<file path="src/rtl/cpu_defs_pkg.sv">
// Shared encodings for the CPU datapath: ALU opcodes, branch kinds, load/store kinds.
// Pure definitions plus the forwarding-match helper; no state, no handshake.
package cpu_defs_pkg;

    typedef enum logic [3:0] {
        ALU_ADD  = 4'h0,
        ALU_SUB  = 4'h1,
        ALU_AND  = 4'h2,
        ALU_OR   = 4'h3,
        ALU_XOR  = 4'h4,
        ALU_NOR  = 4'h5,
        ALU_SLT  = 4'h6,
        ALU_SLTU = 4'h7,
        ALU_SLL  = 4'h8,
        ALU_SRL  = 4'h9,
        ALU_SRA  = 4'hA,
        ALU_LUI  = 4'hB
    } alu_op_e;

    typedef enum logic [2:0] {
        BR_BEQ  = 3'd0,
        BR_BNE  = 3'd1,
        BR_BLEZ = 3'd2,
        BR_BGTZ = 3'd3,
        BR_BLTZ = 3'd4,
        BR_BGEZ = 3'd5
    } br_type_e;

    localparam logic [2:0] LD_NONE = 3'd0;
    localparam logic [2:0] LD_B    = 3'd1;
    localparam logic [2:0] LD_H    = 3'd2;
    localparam logic [2:0] LD_W    = 3'd3;
    localparam logic [2:0] LD_BU   = 3'd4;
    localparam logic [2:0] LD_HU   = 3'd5;

    localparam logic [1:0] ST_NONE = 2'd0;
    localparam logic [1:0] ST_B    = 2'd1;
    localparam logic [1:0] ST_H    = 2'd2;
    localparam logic [1:0] ST_W    = 2'd3;

    // Register 0 is hardwired to zero, so a write to it must never be forwarded.
    function automatic logic fwd_hit(
        input logic       wen,
        input logic [4:0] wreg,
        input logic [4:0] src
    );
        return wen && (wreg != 5'd0) && (wreg == src);
    endfunction

endpackage

</file>
<file path="src/rtl/alu.sv">
// Combinational 32-bit ALU; zero latency, no handshake.
// Shifts operate on i_b by i_shamt; LUI places i_b[15:0] in the upper half.
module alu
    import cpu_defs_pkg::*;
(
    input  logic [3:0]  i_op,
    input  logic [31:0] i_a,
    input  logic [31:0] i_b,
    input  logic [4:0]  i_shamt,
    output logic [31:0] o_result
);

    always_comb begin
        o_result = '0;
        case (i_op)
            ALU_ADD:  o_result = i_a + i_b;
            ALU_SUB:  o_result = i_a - i_b;
            ALU_AND:  o_result = i_a & i_b;
            ALU_OR:   o_result = i_a | i_b;
            ALU_XOR:  o_result = i_a ^ i_b;
            ALU_NOR:  o_result = ~(i_a | i_b);
            ALU_SLT:  o_result = {31'd0, ($signed(i_a) < $signed(i_b))};
            ALU_SLTU: o_result = {31'd0, (i_a < i_b)};
            ALU_SLL:  o_result = i_b << i_shamt;
            ALU_SRL:  o_result = i_b >> i_shamt;
            ALU_SRA:  o_result = $signed(i_b) >>> i_shamt;
            ALU_LUI:  o_result = {i_b[15:0], 16'h0000};
            default:  o_result = '0;
        endcase
    end

endmodule

</file>
<file path="src/rtl/ex_stage.sv">
// Execute stage: operand forwarding, ALU, branch/jump resolution, EX/MEM pipeline register.
// EX/MEM outputs register 1 cycle after ID/EX; redirect/target are combinational; no stall input.
module ex_stage
    import cpu_defs_pkg::*;
(
    input  logic        clk,
    input  logic        rst,
    input  logic [4:0]  id_ex_rs,
    input  logic [4:0]  id_ex_rt,
    input  logic [4:0]  id_ex_rd,
    input  logic [4:0]  id_ex_shamt,
    input  logic [31:0] id_ex_imm_sign_extended,
    input  logic [31:0] id_ex_pc_next,
    input  logic [3:0]  id_ex_ctrl_alu_control,
    input  logic        id_ex_ctrl_alu_src,
    input  logic        id_ex_ctrl_alu_shift_shamt,
    input  logic        id_ex_ctrl_branch,
    input  logic        id_ex_ctrl_jump,
    input  logic        id_ex_ctrl_jump_reg,
    input  logic        id_ex_ctrl_mem_to_reg,
    input  logic        id_ex_ctrl_mem_write,
    input  logic        id_ex_ctrl_reg_dst,
    input  logic        id_ex_ctrl_reg_write,
    input  logic [2:0]  id_ex_ctrl_load_type,
    input  logic [1:0]  id_ex_ctrl_store_type,
    input  logic [2:0]  id_ex_ctrl_branch_type,
    input  logic [31:0] rs_data,
    input  logic [31:0] rt_data,
    input  logic        mem_wb_reg_write,
    input  logic [4:0]  mem_wb_write_reg,
    input  logic [31:0] mem_wb_data,
    output logic [31:0] ex_mem_alu_result,
    output logic [31:0] ex_mem_store_data,
    output logic [4:0]  ex_mem_write_reg,
    output logic        ex_mem_ctrl_reg_write,
    output logic        ex_mem_ctrl_mem_to_reg,
    output logic        ex_mem_ctrl_mem_write,
    output logic [2:0]  ex_mem_ctrl_load_type,
    output logic [1:0]  ex_mem_ctrl_store_type,
    output logic        pc_redirect,
    output logic [31:0] pc_target,
    output logic        flush_id
);

    logic [31:0] r_alu_result;
    logic [31:0] r_store_data;
    logic [4:0]  r_write_reg;
    logic        r_reg_write;
    logic        r_mem_to_reg;
    logic        r_mem_write;
    logic [2:0]  r_load_type;
    logic [1:0]  r_store_type;

    logic        w_ex_fwd_en;
    logic [31:0] w_fwd_a;
    logic [31:0] w_fwd_b;
    logic [31:0] w_alu_b;
    logic [4:0]  w_shamt;
    logic [31:0] w_alu_result;
    logic [4:0]  w_write_reg;
    logic        w_br_cond;
    logic [31:0] w_br_target;
    logic [31:0] w_j_target;
    logic        w_redirect;

    // A load in EX/MEM has no data yet, so only ALU results are forwarded from there.
    assign w_ex_fwd_en = r_reg_write && !r_mem_to_reg;

    always_comb begin
        w_fwd_a = rs_data;
        if (fwd_hit(w_ex_fwd_en, r_write_reg, id_ex_rs)) begin
            w_fwd_a = r_alu_result;
        end else if (fwd_hit(mem_wb_reg_write, mem_wb_write_reg, id_ex_rs)) begin
            w_fwd_a = mem_wb_data;
        end
    end

    always_comb begin
        w_fwd_b = rt_data;
        if (fwd_hit(w_ex_fwd_en, r_write_reg, id_ex_rt)) begin
            w_fwd_b = r_alu_result;
        end else if (fwd_hit(mem_wb_reg_write, mem_wb_write_reg, id_ex_rt)) begin
            w_fwd_b = mem_wb_data;
        end
    end

    assign w_alu_b     = id_ex_ctrl_alu_src ? id_ex_imm_sign_extended : w_fwd_b;
    assign w_shamt     = id_ex_ctrl_alu_shift_shamt ? id_ex_shamt : w_fwd_a[4:0];
    assign w_write_reg = id_ex_ctrl_reg_dst ? id_ex_rd : id_ex_rt;

    alu u_alu (
        .i_op     (id_ex_ctrl_alu_control),
        .i_a      (w_fwd_a),
        .i_b      (w_alu_b),
        .i_shamt  (w_shamt),
        .o_result (w_alu_result)
    );

    always_comb begin
        w_br_cond = 1'b0;
        case (id_ex_ctrl_branch_type)
            BR_BEQ:  w_br_cond = (w_fwd_a == w_fwd_b);
            BR_BNE:  w_br_cond = (w_fwd_a != w_fwd_b);
            BR_BLEZ: w_br_cond = ($signed(w_fwd_a) <= 32'sd0);
            BR_BGTZ: w_br_cond = ($signed(w_fwd_a) >  32'sd0);
            BR_BLTZ: w_br_cond = ($signed(w_fwd_a) <  32'sd0);
            BR_BGEZ: w_br_cond = ($signed(w_fwd_a) >= 32'sd0);
            default: w_br_cond = 1'b0;
        endcase
    end

    // The jump index is rebuilt from the rs/rt/imm fields the decoder split it into.
    assign w_br_target = id_ex_pc_next + {id_ex_imm_sign_extended[29:0], 2'b00};
    assign w_j_target  = {id_ex_pc_next[31:28], id_ex_rs, id_ex_rt,
                          id_ex_imm_sign_extended[15:0], 2'b00};

    assign w_redirect = id_ex_ctrl_jump_reg || id_ex_ctrl_jump
                        || (id_ex_ctrl_branch && w_br_cond);

    always_comb begin
        if (id_ex_ctrl_jump_reg) begin
            pc_target = w_fwd_a;
        end else if (id_ex_ctrl_jump) begin
            pc_target = w_j_target;
        end else begin
            pc_target = w_br_target;
        end
    end

    assign pc_redirect = w_redirect;
    assign flush_id    = w_redirect;

    always_ff @(posedge clk) begin
        if (rst) begin
            r_alu_result <= '0;
            r_store_data <= '0;
            r_write_reg  <= '0;
            r_reg_write  <= 1'b0;
            r_mem_to_reg <= 1'b0;
            r_mem_write  <= 1'b0;
            r_load_type  <= '0;
            r_store_type <= '0;
        end else begin
            r_alu_result <= w_alu_result;
            r_store_data <= w_fwd_b;
            r_write_reg  <= w_write_reg;
            r_reg_write  <= id_ex_ctrl_reg_write;
            r_mem_to_reg <= id_ex_ctrl_mem_to_reg;
            r_mem_write  <= id_ex_ctrl_mem_write;
            r_load_type  <= id_ex_ctrl_load_type;
            r_store_type <= id_ex_ctrl_store_type;
        end
    end

    assign ex_mem_alu_result      = r_alu_result;
    assign ex_mem_store_data      = r_store_data;
    assign ex_mem_write_reg       = r_write_reg;
    assign ex_mem_ctrl_reg_write  = r_reg_write;
    assign ex_mem_ctrl_mem_to_reg = r_mem_to_reg;
    assign ex_mem_ctrl_mem_write  = r_mem_write;
    assign ex_mem_ctrl_load_type  = r_load_type;
    assign ex_mem_ctrl_store_type = r_store_type;

endmodule

</file>
<file path="config.mk">
export PLATFORM = sky130hd
export DESIGN_NAME = ex_stage
export DESIGN_NICKNAME = d
export VERILOG_FILES = /design/src/rtl/cpu_defs_pkg.sv /design/src/rtl/alu.sv /design/src/rtl/ex_stage.sv
export SDC_FILE = /design/constraint.sdc
export NUM_CORES = 1
export LEC_CHECK = 0
export BUFFER_PORTS_ARGS = -buffer_cell sky130_fd_sc_hd__clkbuf_2
export CAP_MARGIN = 20
export CORE_ASPECT_RATIO = 0.75
export CORE_UTILIZATION = 35
export CTS_BUF_LIST = sky130_fd_sc_hd__clkbuf_8
export DETAILED_ROUTE_END_ITERATION = 16
export PLACE_DENSITY_LB_ADDON = 0.3
export REMOVE_ABC_BUFFERS = 1
export SYNTH_ARGS = -nofsm -noshare
export SYNTH_HDL_FRONTEND = slang
export SYNTH_SLANG_ARGS = --single-unit
export TNS_END_PERCENT = 1
</file>
<file path="constraint.sdc">
create_clock -name clk -period 5.7 [get_ports clk]
set_input_delay 0.57 -clock clk [delete_from_list [all_inputs] [get_ports clk]]
set_output_delay 0.57 -clock clk [all_outputs]
set_load 0.01 [all_outputs]
</file>
==> flow_summary_export.csv, run 1 <==
group,metric,value,unit
synth,synth_seq_cells,77,
drt,drc,0,
drt,avgViaCountPerCell,6.60,
timing,period_share,0.974,
final_layout,fin_nets,3072,
final_layout,final_util,0.446,
worst_setup_path,crit_path_max_incr_delay,580,ps
drt,firstDrtPassIters,7,
timing,slew_viol_final,0,
synth,ys_seq_area_frac,0.0964,
cts,clock-sinks,77,
worst_setup_path,crit_fanout,32,
final_layout,fin_cells,3324,
power_and_ir_drop,power_density,184,nW/µm²
synth,synth-warning-count,0,
worst_setup_path,cp.arrival,5900,ps
floorplanning,die-area,46500,µm²
synth,syn_area,16000,µm²
global_routing,grt_pass1_wl,146000,µm
timing,maxSlewHeadroom,0.273,
floorplanning,io_pins,320,
global_routing,grt-ovfl-total,0,
run_status,status,"finished clean",
synth,syn_avg_cell_area,6.94,µm²
global_routing,grt_pass1_vias,20349,
floorplanning,core-area,44800,µm²
timing,finalSetupViolCount,0,
synth,synth.area.top_cells,"ha_1, dfxtp_1, mux2i_1",
timing,rsz0062_at_grt,"false",
global_routing,grt_use_total,0.430,
cts,root_buffer,"clkbuf_8",
drt,post_drt_wl_per_cell,31.3,µm
timing,holdWs,309,ps
global_routing,antenna_found_initial,3,
timing,tightest_slew,1090,ps
cts,htree_levels,3,
final_layout,fillers,4757,
worst_setup_path,cpMaxStageDelayCell,"or4_4",
cts,path_clk_slew,110,ps
worst_setup_path,rrSetupSlack,150,ps
worst_setup_path,crit_top_cell,"buf_4",
worst_setup_path,worst-setup-path-type,"reg -> reg",
cts,clock_latency,460,ps
place,place_congestion,1.07,
final_layout,mostFrequentLayoutCell,"clkbuf_2",
worst_setup_path,setup.worst_path.start_class,"register",
place,port_buffers,319,
timing,worst_slack,149,ps
place,place_inst,3307,
final_layout,final_cell_mix,"clkbuf_2, buf_4, nand2_1, nor2_1, o21ai_0",
power_and_ir_drop,p_leak,0.00889,µW
timing,skew,13.0,ps
timing,max_freq,180,MHz
job,maxCapViolCount,0,
final_layout,multi_input_area,13400,µm²
cts,numCtsBuffers,9,
timing,layout_min_cycle_time,5550,ps
synth,synth_edf_count,0,
drt,drtIter0Drc,3304,
power_and_ir_drop,fin_total_pwr,3690,µW
cts,clockBufferDepth,2,
floorplanning,start_util,0.356,
final_layout,syn_to_final_growth,25.2,%
synth,synth_top_area_share,0.100,
cts,cts_tree,"built",
worst_setup_path,crit_chain,"or4_4 -> o211ai_2 -> buf_12 -> nor2_1 -> o31ai_2 -> o21ai_1 -> ha_1 -> buf_4 -> a21o_1 -> a21oi_1 -> o21bai_1 -> or3b_2 -> o211ai_1 -> buf_4 -> a31oi_1 -> o32ai_2 -> buf_4 -> o21ai_1 -> xor2_1 -> a221oi_1 -> a21oi_1",
drt,drt_wl_total,104000,µm
synth,synth_cells,2302,
synth,synth-main-ff-cell,"dfxtp_1",
synth,synthArstFlopShare,0,
timing,hold_viol_final,0,
floorplanning,die_h,187,µm
worst_setup_path,end_kind,"register",
synth,synth_cell_types,100,
worst_setup_path,cp.required,6050,ps
global_routing,grt_max_degree,43,
floorplanning,rows,67,
floorplanning,die_w,249,µm
final_layout,drive_gt1_frac,0.262,
drt,drtAntennaViolNets,0,
place,dpl_worst_slack,-141,ps
drt,via_count,21948,
place,hpwl,86100,µm
power_and_ir_drop,vdd_ir_drop_max,0.137,mV
synth,synth_top_area_cell,"ha_1",
final_layout,regArea,1540,µm²
worst_hold_path,min_path_type,"in -> reg",
## power by group
group	internal, µW	leakage (µW)	switching (µW)
Sequential	580	0.000638	55.9
Combinational	909	0.00815	1620
Clock	213	0.000105	318
## cells in the mapped netlist (all sizes together) (59+ instances only)
| cell | number |
|---|---|
| nand2 | 202 |
| a21oi | 159 |
| ha | 128 |
| nand3 | 84 |
| xnor2 | 59 |
| dfxtp | 77 |
| o21ai | 187 |
| nor3 | 95 |
| a31oi | 82 |
| mux2i | 112 |
| nor2 | 188 |
| buf | 60 |
| clkbuf | 111 |
| inv | 104 |
## worst max-delay path, delay by kind of cell (launching register included)
| kind | cells | cell delay (ps) |
|---|---|---|
| adder cells (fa/ha/maj) | 1 | 330 |
| AND/OR/NAND/NOR | 3 | 1340 |
| AO/OA/AOI/OAI | 12 | 2400 |
| XOR/XNOR | 1 | 190 |
| buffers and inverters | 4 | 780 |
| flip-flops | 1 | 380 |
## per-stage QoR
step	setup TNS, ps	instance area [µm²]
2_1_floorplan	-6520	15200
3_3_place_gp	-115	19800
3_5_place_dp	-260	19800
4_1_cts	0	20000
5_1_grt	0	20000
6_report	0	20000
## path summary, 6_finish.rpt
check,startpoint,to,cells after the start
setup / recovery,ex_mem_write_reg[1]$_SDFF_PP0_,ex_mem_alu_result[31]$_SDFF_PP0_,21
hold / removal,id_ex_ctrl_load_type[1],ex_mem_ctrl_load_type[1]$_SDFF_PP0_,2
setup reg to reg,ex_mem_write_reg[1]$_SDFF_PP0_,ex_mem_alu_result[31]$_SDFF_PP0_,21
hold reg to reg,ex_mem_alu_result[15]$_SDFF_PP0_,ex_mem_store_data[15]$_SDFF_PP0_,3
## cells by family after synthesis
group           synth area share
buf+inv                   0.0734
flops                     0.0964
xor+xnor                  0.0493
compound gates             0.355
fa+ha+maj                  0.104
mux                       0.0974
simple gates               0.225
## layer usage
metal / up-vias / GRT usage / routed length (µm) / share of wire
li1: 9526 / - / - / -
met1: 10552 / 0.606 / 45100 / 0.43
met2: 1655 / 0.594 / 40800 / 0.39
met3: 215 / 0.160 / 14400 / 0.14
met4: 0 / 0.138 / 3810 / 0.037
met5: - / 0 / 0 / 0
## area by class of cell
cell class | instances | area share
clock inverter | 7 | 0.00456
multi-input combinational | 1949 | 0.667
inverter | 105 | 0.0197
clock buffer | 9 | 0.00619
timing repair buffer | 590 | 0.189
antenna | 1 | 0.000125
sequential | 77 | 0.0770
tap | 586 | 0.0366
## repair_timing
item	CTS	global route
buffers inserted	0	0
hold buffers	0	0
endpoints found under the hold margin	0	0
endpoints found under the setup margin	0	13
resized for setup	0	7
Note: power is estimated with default switching activity, not from simulation.
==> inputs of run 2 (changes only) <==
--- a/config.mk
+++ b/config.mk
@@ -13,6 +13,7 @@
 export DETAILED_ROUTE_END_ITERATION = 16
 export PLACE_DENSITY_LB_ADDON = 0.3
 export REMOVE_ABC_BUFFERS = 1
+export SETUP_SLACK_MARGIN = 0.2
 export SYNTH_ARGS = -nofsm -noshare
 export SYNTH_HDL_FRONTEND = slang
 export SYNTH_SLANG_ARGS = --single-unit
==> flow_summary_export.csv, run 2 (synthesis results as in run 1) <==
group,metric,value,unit
run_status,status,"finished clean",
floorplanning,die_h,187,µm
cts,clock-sinks,77,
final_layout,drive_gt1_frac,0.267,
timing,worst_slack,227,ps
global_routing,grt_pass1_wl,146000,µm
timing,finalSetupViolCount,0,
worst_setup_path,cp.arrival,5820,ps
job,maxCapViolCount,0,
final_layout,final_util,0.449,
drt,via_count,22070,
power_and_ir_drop,vdd_ir_drop_max,0.137,mV
worst_setup_path,rrSetupSlack,230,ps
power_and_ir_drop,switching_share,0.539,
global_routing,grt-ovfl-total,0,
timing,max_freq,183,MHz
place,placedInstanceArea,19800,µm²
timing,tightest_slew,1090,ps
worst_setup_path,startpoint,"ex_mem_ctrl_reg_write$_SDFF_PP0_",
global_routing,grt_pass1_vias,20349,
timing,setup-tns-final,0,ps
cts,clockBufferDepth,2,
power_and_ir_drop,power_density,185,nW/µm²
worst_setup_path,rr_worst_depth,21,
floorplanning,start_util,0.356,
floorplanning,die-area,46500,µm²
drt,avgViaCountPerCell,6.63,
place,hpwl,86100,µm
final_layout,fin_cells,3331,
power_and_ir_drop,pwr-share-clk,0.143,
drt,drt_wl_total,105000,µm
worst_hold_path,min_delay_path_depth,2,
cts,numCtsBuffers,9,
cts,holdBufCountCts,0,
timing,maxSlewHeadroom,0.272,
power_and_ir_drop,p_sw,2000,µW
worst_setup_path,crit_end,"ex_mem_alu_result[31]$_SDFF_PP0_",
final_layout,regArea,1540,µm²
drt,post_drt_wl_per_cell,31.4,µm
floorplanning,die_w,249,µm
global_routing,grt_max_degree,43,
place,place_inst,3307,
worst_setup_path,setup.worst_path.start_class,"register",
worst_setup_path,crit_fanout,16,
power_and_ir_drop,p_leak,0.00894,µW
cts,root_buffer,"clkbuf_8",
worst_setup_path,worst-setup-path-type,"reg -> reg",
drt,drtAntennaViolNets,0,
power_and_ir_drop,pwr-share-seq,0.171,
cts,htree_levels,3,
worst_hold_path,min_path_type,"in -> reg",
floorplanning,core-area,44800,µm²
worst_setup_path,cp.required,6050,ps
final_layout,mostFrequentLayoutCell,"clkbuf_2",
timing,layout_min_cycle_time,5470,ps
place,place_congestion,1.07,
final_layout,multi_input_area,13400,µm²
place,port_buffers,319,
drt,drtIter0Drc,3459,
timing,period_share,0.960,
drt,drc,0,
timing,slew_viol_final,0,
power_and_ir_drop,internal_power,1710,µW
drt,firstDrtPassIters,8,
cts,cts_tree,"built",
place,dpl_worst_slack,-141,ps
cts,path_clk_slew,110,ps
timing,hold_viol_final,0,
global_routing,antenna_found_initial,3,
final_layout,final_cell_mix,"clkbuf_2, buf_4, nand2_1, nor2_1, o21ai_0",
timing,rsz0062_at_grt,"true",
worst_setup_path,rr_startpoint,"ex_mem_ctrl_reg_write$_SDFF_PP0_",
worst_setup_path,timing.rr.end,"ex_mem_alu_result[31]$_SDFF_PP0_",
global_routing,grt_use_total,0.430,
cts,clock_latency,460,ps
final_layout,syn_to_final_growth,25.9,%
worst_setup_path,end_kind,"register",
floorplanning,rows,67,
final_layout,final_cell_area,20100,µm²
floorplanning,io_pins,320,
final_layout,fin_nets,3079,
timing,skew,10.6,ps
final_layout,fillers,4745,
power_and_ir_drop,p_comb_frac,0.686,
==> run 2: cell types whose count changed in the layout (fill, tap and decap cells not counted), sizes merged <==
cell	previous run	this run
buf	271	276
clkbuf	328	329
or2	18	19
==> run 2: worst min-delay path by stage <==
stage | start | to | slack (ps)
global route | id_ex_ctrl_store_type[1] | ex_mem_ctrl_store_type[1]$_SDFF_PP0_ | 300
detailed placement | ex_mem_alu_result[15]$_SDFF_PP0_ | ex_mem_store_data[15]$_SDFF_PP0_ | 770
finish | id_ex_ctrl_load_type[1] | ex_mem_ctrl_load_type[1]$_SDFF_PP0_ | 310
global placement | ex_mem_alu_result[15]$_SDFF_PP0_ | ex_mem_store_data[15]$_SDFF_PP0_ | 770
floorplan | rst | ex_mem_ctrl_load_type[0]$_SDFF_PP0_ | 640
CTS | id_ex_ctrl_mem_to_reg | ex_mem_ctrl_mem_to_reg$_SDFF_PP0_ | 290
==> run 2: routing by layer <==
layer / global-route usage / wire length (µm) / vias up
met5: 0 / 0 / -
met1: 0.606 / 45500 / 10631
met4: 0.138 / 3750 / 0
li1: - / - / 9530
met3: 0.160 / 14800 / 211
met2: 0.594 / 40800 / 1698
==> run 2: metrics by stage <==
step,power [µW],hold slack [ps]
after detailed placement,3030,767
after global placement,3030,768
after CTS,3570,289
after global routing,3840,303
after floorplan,1890,642
final,3710,308
==> run 2: layout make-up <==
class	instances	area share
diodes	1	0.000124
clock buffers	9	0.00616
clock inverters	7	0.00454
inverters	105	0.0196
multi-input cells	1950	0.666
flip-flops and latches	77	0.0767
well taps	586	0.0364
repair buffers	596	0.191
==> run 2: what timing repair did <==
action / 4_1_cts / 5_1_grt
resized for setup: 1 / 15
gates cloned: 0 / 2
setup endpoints to repair: 8 / 14
pin swaps: 0 / 5
setup buffers: 0 / 5
==> run 2: worst max-delay path, stage by stage (launching register included) <==
cell	delay, ps
dfxtp_1	350
nor2b_1	250
nand4_1	340
buf_4	350
nor2_2	450
o31ai_2	170
o21ai_1	260
ha_1	300
buf_4	180
a21o_1	180
a21oi_1	160
o21bai_1	120
or3b_2	500
o211ai_1	190
buf_4	170
a31oi_1	150
o32ai_2	270
buf_4	180
o21ai_1	150
xor2_1	190
a221oi_1	350
a21oi_1	110
==> run 2: power groups by stage <==
stage	registers (µW)	logic, µW	clock network, µW
2_1_floorplan	635	1260	0
3_3_place_gp	646	2390	0
3_5_place_dp	645	2380	0
4_1_cts	633	2400	536
5_1_grt	636	2640	556
6_report	636	2550	532
